**config.mk**
```make
export PLATFORM = sky130hd
export DESIGN_NAME = demux4_deser
export DESIGN_NICKNAME = d
export VERILOG_FILES = /design/src/rtl/demux4_pkg.sv /design/src/rtl/demux4_deser_ch.sv /design/src/rtl/demux4_deser.sv
export SDC_FILE = /design/constraint.sdc
export NUM_CORES = 1
export LEC_CHECK = 0
export CAP_MARGIN = 30
export CORE_UTILIZATION = 40
export CTS_CLUSTER_DIAMETER = 80
export DETAILED_ROUTE_END_ITERATION = 12
export PLACE_DENSITY = 0.62
export SYNTH_ARGS = -nofsm -noshare
export SYNTH_HDL_FRONTEND = slang
export SYNTH_SLANG_ARGS = --single-unit
```
**constraint.sdc**
```tcl
create_clock -name clk -period 3.6 [get_ports clk]
set_input_delay 0.72 -clock clk [delete_from_list [all_inputs] [get_ports clk]]
set_output_delay 0.72 -clock clk [all_outputs]
set_load 0.01 [all_outputs]
```
**src/rtl/demux4_pkg.sv**
```systemverilog
// demux4_pkg: shared channel count, select type and select decode for the 1-to-4 deserializer
package demux4_pkg;
   localparam int NUM_CH = 4;
   localparam int SEL_W = 2;
   typedef logic [SEL_W-1:0] ch_idx_t;
   function automatic logic [NUM_CH-1:0] sel_onehot(input ch_idx_t s);
      logic [NUM_CH-1:0] one;
      one = {{(NUM_CH-1){1'b0}}, 1'b1};
      return one << s;
   endfunction
endpackage

```
**src/rtl/demux4_deser_ch.sv**
```systemverilog
// demux4_deser_ch: one channel deserializer with a one-word holding register and sticky overflow
module demux4_deser_ch #(
   parameter int DATA_W = 8,
   parameter bit LSB_FIRST = 1'b1
) (
   input  logic              clk,
   input  logic              rst_n,
   input  logic              accept,
   input  logic              in_bit,
   input  logic              flush,
   input  logic              out_ready,
   input  logic              clear_ovf,
   output logic [DATA_W-1:0] out_data,
   output logic              out_valid,
   output logic              overflow,
   output logic              busy
);
   localparam int CW = $clog2(DATA_W);
   logic [CW-1:0] cnt, cnt_n;
   logic [DATA_W-1:0] sh, sh_n;
   logic acc, last, load, drop;
   // flush outranks a same-edge accept, so the bit is simply never taken
   always_comb begin
      acc = accept & ~flush;
      last = acc && cnt == CW'(DATA_W - 1);
      sh_n = LSB_FIRST ? {in_bit, sh[DATA_W-1:1]} : {sh[DATA_W-2:0], in_bit};
      load = last && (!out_valid || out_ready);
      drop = last && out_valid && !out_ready;
      cnt_n = (flush || last) ? '0 : acc ? cnt + 1'b1 : cnt;
   end
   always_ff @(posedge clk) begin
      if (!rst_n) begin
         cnt <= '0;
         sh <= '0;
         out_data <= '0;
         out_valid <= 1'b0;
         overflow <= 1'b0;
         busy <= 1'b0;
      end else begin
         cnt <= cnt_n;
         sh <= flush ? '0 : acc ? sh_n : sh;
         out_data <= load ? sh_n : out_data;
         out_valid <= load || (out_valid && !out_ready);
         overflow <= drop || (overflow && !clear_ovf);
         busy <= cnt_n != '0;
      end
   end
endmodule

```
**src/rtl/demux4_deser.sv**
```systemverilog
// demux4_deser: routes a qualified serial bit to one of four channel deserializers
module demux4_deser
   import demux4_pkg::*;
#(
   parameter int DATA_W = 8,
   parameter bit LSB_FIRST = 1'b1
) (
   input  logic                     clk,
   input  logic                     rst_n,
   input  logic                     in_valid,
   input  logic                     in_bit,
   input  ch_idx_t                  sel,
   input  logic [NUM_CH-1:0]        flush,
   input  logic [NUM_CH-1:0]        out_ready,
   input  logic [NUM_CH-1:0]        clear_ovf,
   output logic [NUM_CH*DATA_W-1:0] out_data,
   output logic [NUM_CH-1:0]        out_valid,
   output logic [NUM_CH-1:0]        overflow,
   output logic [NUM_CH-1:0]        busy
);
   logic [NUM_CH-1:0] en;
   assign en = in_valid ? sel_onehot(sel) : '0;
   for (genvar i = 0; i < NUM_CH; i++) begin : g_ch
      demux4_deser_ch #(.DATA_W(DATA_W), .LSB_FIRST(LSB_FIRST)) u_ch (
         .clk(clk),
         .rst_n(rst_n),
         .accept(en[i]),
         .in_bit(in_bit),
         .flush(flush[i]),
         .out_ready(out_ready[i]),
         .clear_ovf(clear_ovf[i]),
         .out_data(out_data[i*DATA_W +: DATA_W]),
         .out_valid(out_valid[i]),
         .overflow(overflow[i]),
         .busy(busy[i])
      );
   end
endmodule

```
==> results.cfg, run 1 <==
[status]
status = finished, final reports clean

[die]
initial_core_util_pct = 41.9
chipWidth_um = 95.4
pin_count = 62
die_h_um = 95.4
core_area_um2 = 8340
dieArea_um2 = 9100
rows = 33

[critical_path]
crit_required_ps = 3870
r2r_slack_ps = 1860
crit_path_end_kind = register
crit_fanout = 12
crit_path_start = in_valid
regToRegStartpoint = g_ch[3].u_ch.cnt[0]
start_kind = primary input
crit_arrival_ps = 2660
crit_type = in -> reg

[clock_tree]
clock_sinks = 84
cts-hold-fix-buffers = 0
clkLatencyLatePin_ps = 340
htreeDepth = 3
cts_resized = 0
numCtsBuffers = 9
root_buffer = clkbuf_8
clk_pin_slew_ps = 80
cts_buffer_depth = 2
cts_tree = yes
cts_setup_buffers = 0

[global_routing]
antenna_found_initial = 0
grt_pass1_vias = 2450
grt_start_max_net_pins = 36
gr-total-overflow = 0
grt_first_pass_wirelength_mm = 11.4
track_usage_pct = 16.1

[timing]
rsz0062_at_grt = false
slew_headroom_pct = 60.0
finalSetupViolCount = 0
fin_skew_ps = 6.17
fmax_mhz = 418
finalHoldViolations = 0
fin_tns_setup_ps = 0
finalCritPeriodShare_pct = 66.4
finalMaxSlewViolations = 0
period_needed_ps = 2390
tightest_slew_ps = 599

[drt]
drtIter0Drc = 74
drt_first_pass_iters = 4
wire_per_inst_um = 12.4
vias = 2664
drc = 0
vias_per_cell = 4.86
drt_wl_total_mm = 6.77
final_antenna_net_count = 0

[yosys]
yosysUniqueCellTypes = 33
async_flop_share_pct = 0
synth_top_family_by_area = simple AND/OR/NAND/NOR gates
ys_seq_area_share_pct = 48.2
synth-compound-area-share_pct = 8.24
netlist_instances = 398
synthFlopType = dfxtp_1
synth-xor-area-share_pct = 1.00
syn_area_um2 = 3490
syn_nets = 424
syn_avg_cell_area_um2 = 8.77
synth_warnings = 0
synthSimpleGateAreaFrac_pct = 24.6
synth_edf_count = 0
synthMuxAreaShare_pct = 9.18
ys_seq_elements = 84
synth_adder_area_share_pct = 2.87

[power_and_ir_drop]
total_leakage_power_nw = 1.38
vdd_drop_max_uv = 169
powerDensity_nw_per_um2 = 387
p_total_mw = 1.65

[finish]
seqCellArea_um2 = 1680
multi_input_area_um2 = 1600
post-route-util_pct = 51.1
fillers = 796
area_growth_pct = 22.2
drive_above_1_share_pct = 7.00
final_cells = 548
finalNetCount = 465
antenna_cells = 0

[placement]
place_hpwl_mm = 4.70
gp_congestion = 0.715
port_buffers = 61
placed_cells = 533

[hold_path]
min_from = g_ch[1].u_ch.sh[1]
hold_class = reg -> reg

[flow_run]
maxCapViolCount = 0
## cell usage after synthesis, types with 3 or more instances
| library cell | instances | area [um2] |
|---|---|---|
| buf_2 | 9 | 45.0 |
| nor2_1 | 10 | 37.5 |
| ha_1 | 8 | 100 |
| nor2b_1 | 6 | 37.5 |
| clkbuf_1 | 12 | 45.0 |
| nor3_1 | 4 | 20.0 |
| nand2_1 | 137 | 514 |
| a21oi_1 | 38 | 190 |
| mux2i_1 | 32 | 320 |
| nand2b_1 | 6 | 37.5 |
| buf_1 | 3 | 11.3 |
| xnor2_1 | 4 | 35.0 |
| buf_4 | 13 | 97.6 |
| dfxtp_1 | 84 | 1680 |
## path summary, 6_finish.rpt
path | cells after the start | end
worst min-delay path | 2 | g_ch[1].u_ch.sh[1]
worst min register to register | 2 | g_ch[1].u_ch.sh[1]
worst max-delay path | 5 | g_ch[2].u_ch.out_data[2]
worst max register to register | 5 | g_ch[3].u_ch.out_data[5]
## area by class of cell
type | instances | share of cell area (%)
clock inverters | 5 | 1.23
flip-flops and latches | 84 | 39.4
multi-input cells | 275 | 37.6
inverters | 2 | 0.176
repair buffers | 67 | 15.3
clock buffers | 10 | 3.23
well taps | 105 | 3.08
## registers in the layout (all words and copies together) (netlist names)
name                 cells
g_ch.u_ch.overflow       4
g_ch.u_ch.out_valid      4
g_ch.u_ch.busy           4
g_ch.u_ch.sh            28
g_ch.u_ch.cnt           12
g_ch.u_ch.out_data      32
## metal layers
layer / share of wire, % / GRT usage (%) / vias up
met5: 0 / 0 / -
met4: 1.0 / 5.22 / 0
met3: 4.8 / 4.86 / 7
met2: 43 / 25.3 / 54
met1: 51 / 21.2 / 1210
li1: - / - / 1393
## report_power, final
| group | total, mW | internal (mW) | switching (mW) | leakage, nW |
|---|---|---|---|---|
| clock | 0.646 | 0.332 | 0.314 | 0.0979 |
| combinational | 0.0734 | 0.0292 | 0.0442 | 0.609 |
| sequential | 0.931 | 0.930 | 0.00132 | 0.676 |
| total | 1.65 | 1.29 | 0.360 | 1.38 |
## layout by cell type, fill, tap and decap left out, types with 3 or more instances in the layout
cell type	count
clkbuf_8	10
xnor2_1	4
mux2i_1	32
buf_4	6
nor2_1	10
a21oi_1	38
dfxtp_1	84
nor3_1	4
nand2_1	137
clkinv_2	3
nand2b_1	6
nor2b_1	6
ha_1	8
clkdlybuf4s50_1	60
## stage by stage
stage	setup WS (ps)	cell area (um2)	hold WS, ps
finish	1210	4260	459
global route	1060	4260	475
CTS	1200	4260	460
detailed placement	839	4070	447
global placement	907	4070	444
floorplan	1820	3490	437
## worst max-delay path, stage by stage
cell and delay (ps):
clkdlybuf4s50_1 770, nand4bb_1 430, nor3b_1 310, buf_4 230, mux2i_1 200
## logic make-up after synthesis
group / after synthesis
AOI/OAI and AO/OA: 50
buffers and inverters: 39
DFF: 84
adders and majority gates: 8
and+or+nand+nor: 181
xor gates and xnor gates: 4
muxes: 32
(Power assumes the default switching activity.)
==> inputs of run 2 (changes only) <==
--- a/config.mk
+++ b/config.mk
@@ -9,7 +9,7 @@
 export CORE_UTILIZATION = 40
 export CTS_CLUSTER_DIAMETER = 80
 export DETAILED_ROUTE_END_ITERATION = 12
-export PLACE_DENSITY = 0.62
+export PLACE_DENSITY = 0.65
 export SYNTH_ARGS = -nofsm -noshare
 export SYNTH_HDL_FRONTEND = slang
 export SYNTH_SLANG_ARGS = --single-unit
==> constraint.sdc (replaced) <==
create_clock -name clk -period 2 [get_ports clk]
set_input_delay 0.4 -clock clk [delete_from_list [all_inputs] [get_ports clk]]
set_output_delay 0.4 -clock clk [all_outputs]
set_load 0.01 [all_outputs]
==> run 2 against run 1 <==
Clock power grew 81%. Sequential cell count did not move. Combinational power grew 120%. Critical path depth fell by 4. Hold slack got worse by 26 ps. Count of clock-buffer cells in the layout unchanged. First-iteration DRC count up 2.7%. Sequential power up 80%. Die area is the same. Highest routed layer unchanged.
==> results.cfg, run 2 (same netlist as run 1, synthesis figures left out) <==
[global_routing]
grt_first_pass_wirelength_mm = 11.8
grt_pass1_vias = 2584
track_usage_pct = 16.8
grt_start_max_net_pins = 31
antenna_found_initial = 0
gr-total-overflow = 0

[power_and_ir_drop]
pwr-share-comb_pct = 5.2
total_leakage_power_nw = 1.50
power.switching_uw = 681
sw_frac_of_total_pct = 22.6
p_int_mw = 2.33
p_total_mw = 3.01
clkPwrFrac_pct = 39.0
vdd_drop_max_uv = 367
powerDensity_nw_per_um2 = 672
sequentialPowerShare_pct = 55.8

[timing]
fin_tns_setup_ps = 0
fmax_mhz = 590
tightest_slew_ps = 390
slew_headroom_pct = 73.9
period_needed_ps = 1700
finalCritPeriodShare_pct = 84.8
finalHoldViolations = 0
fin_skew_ps = 5.95
rsz0062_at_grt = false
fin_ws_ps = 305
finalMaxSlewViolations = 0
finalSetupViolCount = 0

[critical_path]
cp_top_family = buffers and inverters
crit_path_end_kind = output port
worst_r2r_path_depth = 6
crit_type = reg -> out
crit_arrival_ps = 1300
crit_chain = clkdlybuf4s50_1
cpMaxStageDelayCell = clkdlybuf4s50_1
cp.depth = 1
slowest_delay_ps = 590
crit_fanout = 2
start_kind = register
crit_required_ps = 1600
critical_path_buf_inv_count = 1

[placement]
dp_slack_ps = 15.7
gp_congestion = 0.761
port_buffers = 61
place_hpwl_mm = 5.09

[clock_tree]
clk_pin_slew_ps = 80
clock_sinks = 84
clkLatencyLatePin_ps = 340
cts_resized = 0
htreeDepth = 3
cts_tree = yes
root_buffer = clkbuf_8
numCtsBuffers = 9
cts_buffer_depth = 2
cts-hold-fix-buffers = 0
cts_setup_buffers = 0

[flow_run]
maxCapViolCount = 0

[finish]
layout_common_cells = nand2_1 (137), dfxtp_1 (84), clkdlybuf4s50_1 (60), a21oi_1 (38), mux2i_1 (32)
drive_above_1_share_pct = 11.8
fillers = 805
top_register = g_ch.u_ch.out_data
finalNetCount = 489
area_growth_pct = 28.1
final_common_cell = nand2_1
largest_reg_flops = 32
reg_top3 = g_ch.u_ch.out_data x32, g_ch.u_ch.sh x28, g_ch.u_ch.cnt x12
antenna_cells = 0

[hold_path]
hold_depth = 2
hold_class = in -> reg

[die]
initial_core_util_pct = 41.9
dieArea_um2 = 9100
core_area_um2 = 8340
pin_count = 62
rows = 33
chipWidth_um = 95.4
die_h_um = 95.4

[drt]
drt_wl_total_mm = 7.00
final_antenna_net_count = 0
vias = 2776
vias_per_cell = 4.84
drtIter0Drc = 76
drt_first_pass_iters = 4
wire_per_inst_um = 12.2
drc = 0

[status]
status = finished, final reports clean
## run 2: cell count changes in the layout (fill, tap and decap cells not counted), sizes merged
| cell | previous run | this run |
|---|---|---|
| buf | 7 | 31 |
| inv | 2 | 3 |
| clkinv | 3 | 2 |
| clkinvlp | 1 | 2 |
## run 2: final cells by class
class,instances,area [um2],share of cell area [%]
Multi-Input combinational cell,275,1600,35.9
Timing Repair Buffer,91,856,19.1
Clock inverter,6,63.8,1.43
Sequential cell,84,1680,37.6
Clock buffer,10,128,2.85
Inverter,2,7.51,0.168
Tap cell,105,131,2.94
## run 2: power groups by stage
| stage | combinational, mW | clock [mW] | sequential [mW] |
|---|---|---|---|
| after global placement | 0.158 | 0 | 1.72 |
| after CTS | 0.160 | 1.21 | 1.68 |
| final | 0.158 | 1.17 | 1.68 |
| after global routing | 0.174 | 1.28 | 1.68 |
| after detailed placement | 0.159 | 0 | 1.72 |
| after floorplan | 0.0780 | 0 | 1.71 |
## run 2: through the flow
step                hold WS [ps]  utilization, %  cell area [um2]  cells
detailed placement           446            51.3             4280    557
CTS                          423            53.6             4470    573
global placement             443            51.3             4280    557
floorplan                    437               -             3490    398
global route                 435            53.6             4470    573
finish                       433            53.6             4470    573
## run 2: per-layer routing
| metal | vias to the layer above | wire, um | GRT usage, % |
|---|---|---|---|
| met5 | - | 0 | 0 |
| met4 | 0 | 68 | 5.22 |
| met3 | 6 | 258 | 4.70 |
| met2 | 48 | 3310 | 28.6 |
| met1 | 1276 | 3360 | 20.3 |
| li1 | 1446 | - | - |
## run 2: final timing paths
kind	startpoint	end	slack, ps
min	rst_n	g_ch[0].u_ch.out_valid	430
min reg2reg	g_ch[0].u_ch.sh[1]	g_ch[0].u_ch.sh[1]	460
max reg2reg	g_ch[3].u_ch.cnt[0]	g_ch[3].u_ch.out_data[5]	430
max	g_ch[0].u_ch.overflow	overflow[0]	300
==> inputs of run 3 (changes only) <==
==> constraint.sdc (replaced) <==
create_clock -name clk -period 1.39 [get_ports clk]
set_input_delay 0.278 -clock clk [delete_from_list [all_inputs] [get_ports clk]]
set_output_delay 0.278 -clock clk [all_outputs]
set_load 0.01 [all_outputs]
==> run 3 against run 2 <==
The run now ends with setup timing left. Critical path depth is 5 higher. Sequential power rose by 43%. Final area rose by 4.6%. Non-clock buffer count is 12 higher. Routed wire length is 6.3% higher. Combinational power up 56%. Utilization is 2.5 points higher. Total power is 43% higher. Largest cell class is now multi-input gates. Largest power group unchanged.
==> results.cfg, run 3 (same netlist as run 1, synthesis figures left out) <==
[finish]
final_common_cell = nand2_1
reg_top3 = g_ch.u_ch.out_data x32, g_ch.u_ch.sh x28, g_ch.u_ch.cnt x12
fin_area_um2 = 4680
area_growth_pct = 33.9
drive_above_1_share_pct = 17.7
top_register = g_ch.u_ch.out_data
final_cells = 585
fillers = 765
post-route-util_pct = 56.1
layout_common_cells = nand2_1 (137), dfxtp_1 (76), dlygate4sd2_1 (47), a21oi_1 (38), buf_4 (34)
antenna_cells = 0
finalNetCount = 501
largest_reg_flops = 32

[timing]
fin_ws_ps = -0.269
tightest_slew_ps = 344
finalHoldViolations = 0
fmax_mhz = 719
finalSetupViolCount = 1
fin_skew_ps = 8.60
hold-worst-slack_ps = 439
period_needed_ps = 1390
slew_headroom_pct = 77.0
fin_tns_setup_ps = -0.269
finalCritPeriodShare_pct = 100
finalMaxSlewViolations = 0
rsz0062_at_grt = true

[critical_path]
regToRegStartpoint = g_ch[0].u_ch.cnt[1]
crit_path_end_kind = register
crit_type = reg -> reg
cp_top_family = flip-flops
start_kind = register
crit_path_start = g_ch[0].u_ch.cnt[1]
crit_fanout = 8
crit_arrival_ps = 1660
slowest_delay_ps = 360
path_common_cell = ha_4
critical_path_buf_inv_count = 1
worst_r2r_path_depth = 6
r2r_slack_ps = -0.3
cpMaxStageDelayCell = dfxtp_2
crit_chain = ha_4 > ha_4 > nand4bb_4 > nor3_4 > buf_12 > mux2i_1
crit_required_ps = 1660
reg2reg_to = g_ch[0].u_ch.out_data[1]

[drt]
vias_per_cell = 4.84
final_antenna_net_count = 0
drt_wl_total_mm = 7.44
drtIter0Drc = 90
wire_per_inst_um = 12.7
drc = 0
vias = 2832
drt_first_pass_iters = 4

[die]
rows = 33
core_area_um2 = 8340
dieArea_um2 = 9100
chipWidth_um = 95.4
pin_count = 62
initial_core_util_pct = 41.9
die_h_um = 95.4

[placement]
placed_cells = 568
gp_congestion = 0.714
port_buffers = 61
dp_slack_ps = -481
place_area_um2 = 4460
place_hpwl_mm = 5.33

[clock_tree]
clk_pin_slew_ps = 80
numCtsBuffers = 9
root_buffer = clkbuf_8
clkLatencyLatePin_ps = 350
clock_sinks = 84
cts_tree = yes
htreeDepth = 3
cts-hold-fix-buffers = 0
cts_buffer_depth = 2

[power_and_ir_drop]
powerDensity_nw_per_um2 = 922
p_total_mw = 4.31
total_leakage_power_nw = 1.78
vdd_drop_max_uv = 597

[status]
violations = setup timing
status = finished with violations

[global_routing]
grt_first_pass_wirelength_mm = 12.1
grt_pass1_vias = 2666
track_usage_pct = 17.3
grt_start_max_net_pins = 35
antenna_found_initial = 0
gr-total-overflow = 0

[flow_run]
maxCapViolCount = 0

[hold_path]
hold_depth = 3
hold_class = in -> reg
min_from = rst_n
holdPathEnd = g_ch[3].u_ch.out_valid
==> run 3: changes by cell type in the layout (fill, tap and decap cells not counted), sizes merged <==
cell           change
clkdlybuf4s50     -47
clkinv             -2
clkbuf             +4
dlygate4sd2       +47
bufinv             -1
buf               +12
clkinvlp           -1
==> run 3: cell type report <==
class / count / area (um2) / share of cell area (%)
clock buffers: 14 / 173 / 3.69
inverters: 2 / 7.51 / 0.161
flip-flops and latches: 84 / 1700 / 36.3
multi-input cells: 275 / 1720 / 36.7
clock inverters: 2 / 16.3 / 0.348
well taps: 105 / 131 / 2.81
repair buffers: 103 / 936 / 20.0
==> run 3: repair_timing <==
action                                  4_1_cts  5_1_grt
gates cloned                                  0        0
resized for setup                            54       11
pin swaps                                     3        1
setup buffers                                 0        1
endpoints found under the setup margin      111       29
==> run 3: worst reg2reg max path, cell delays in order, from the launching register on <==
cell and delay [ps]:
dfxtp_2 360, ha_4 140, ha_4 140, nand4bb_4 130
nor3_4 210, buf_12 150, mux2i_1 190
==> run 3: worst max-delay path by stage <==
stage / cells after the start / to / slack (ps)
floorplan: 5 / g_ch[0].u_ch.out_data[0] / -40
global placement: 4 / g_ch[0].u_ch.cnt[1] / -450
detailed placement: 6 / g_ch[0].u_ch.out_data[6] / -480
CTS: 6 / g_ch[0].u_ch.out_data[1] / -20
global route: 6 / g_ch[0].u_ch.out_data[2] / -80
finish: 6 / g_ch[0].u_ch.out_data[1] / -0.3
==> run 3: layer usage <==
layer / track usage, % / wire, um / part of all wire [%] / up-vias
met5: 0 / 0 / 0 / -
met4: 6.34 / 99 / 1.3 / 0
met3: 3.51 / 419 / 5.6 / 9
met2: 29.3 / 3480 / 47 / 71
met1: 21.8 / 3440 / 46 / 1291
li1: - / - / - / 1461
==> run 3: where the power goes <==
group / switching, mW / internal (mW) / leakage (nW)
combinational: 0.129 / 0.119 / 1.00
sequential: 0.00277 / 2.40 / 0.681
clock: 0.850 / 0.806 / 0.0933
total: 0.981 / 3.33 / 1.78
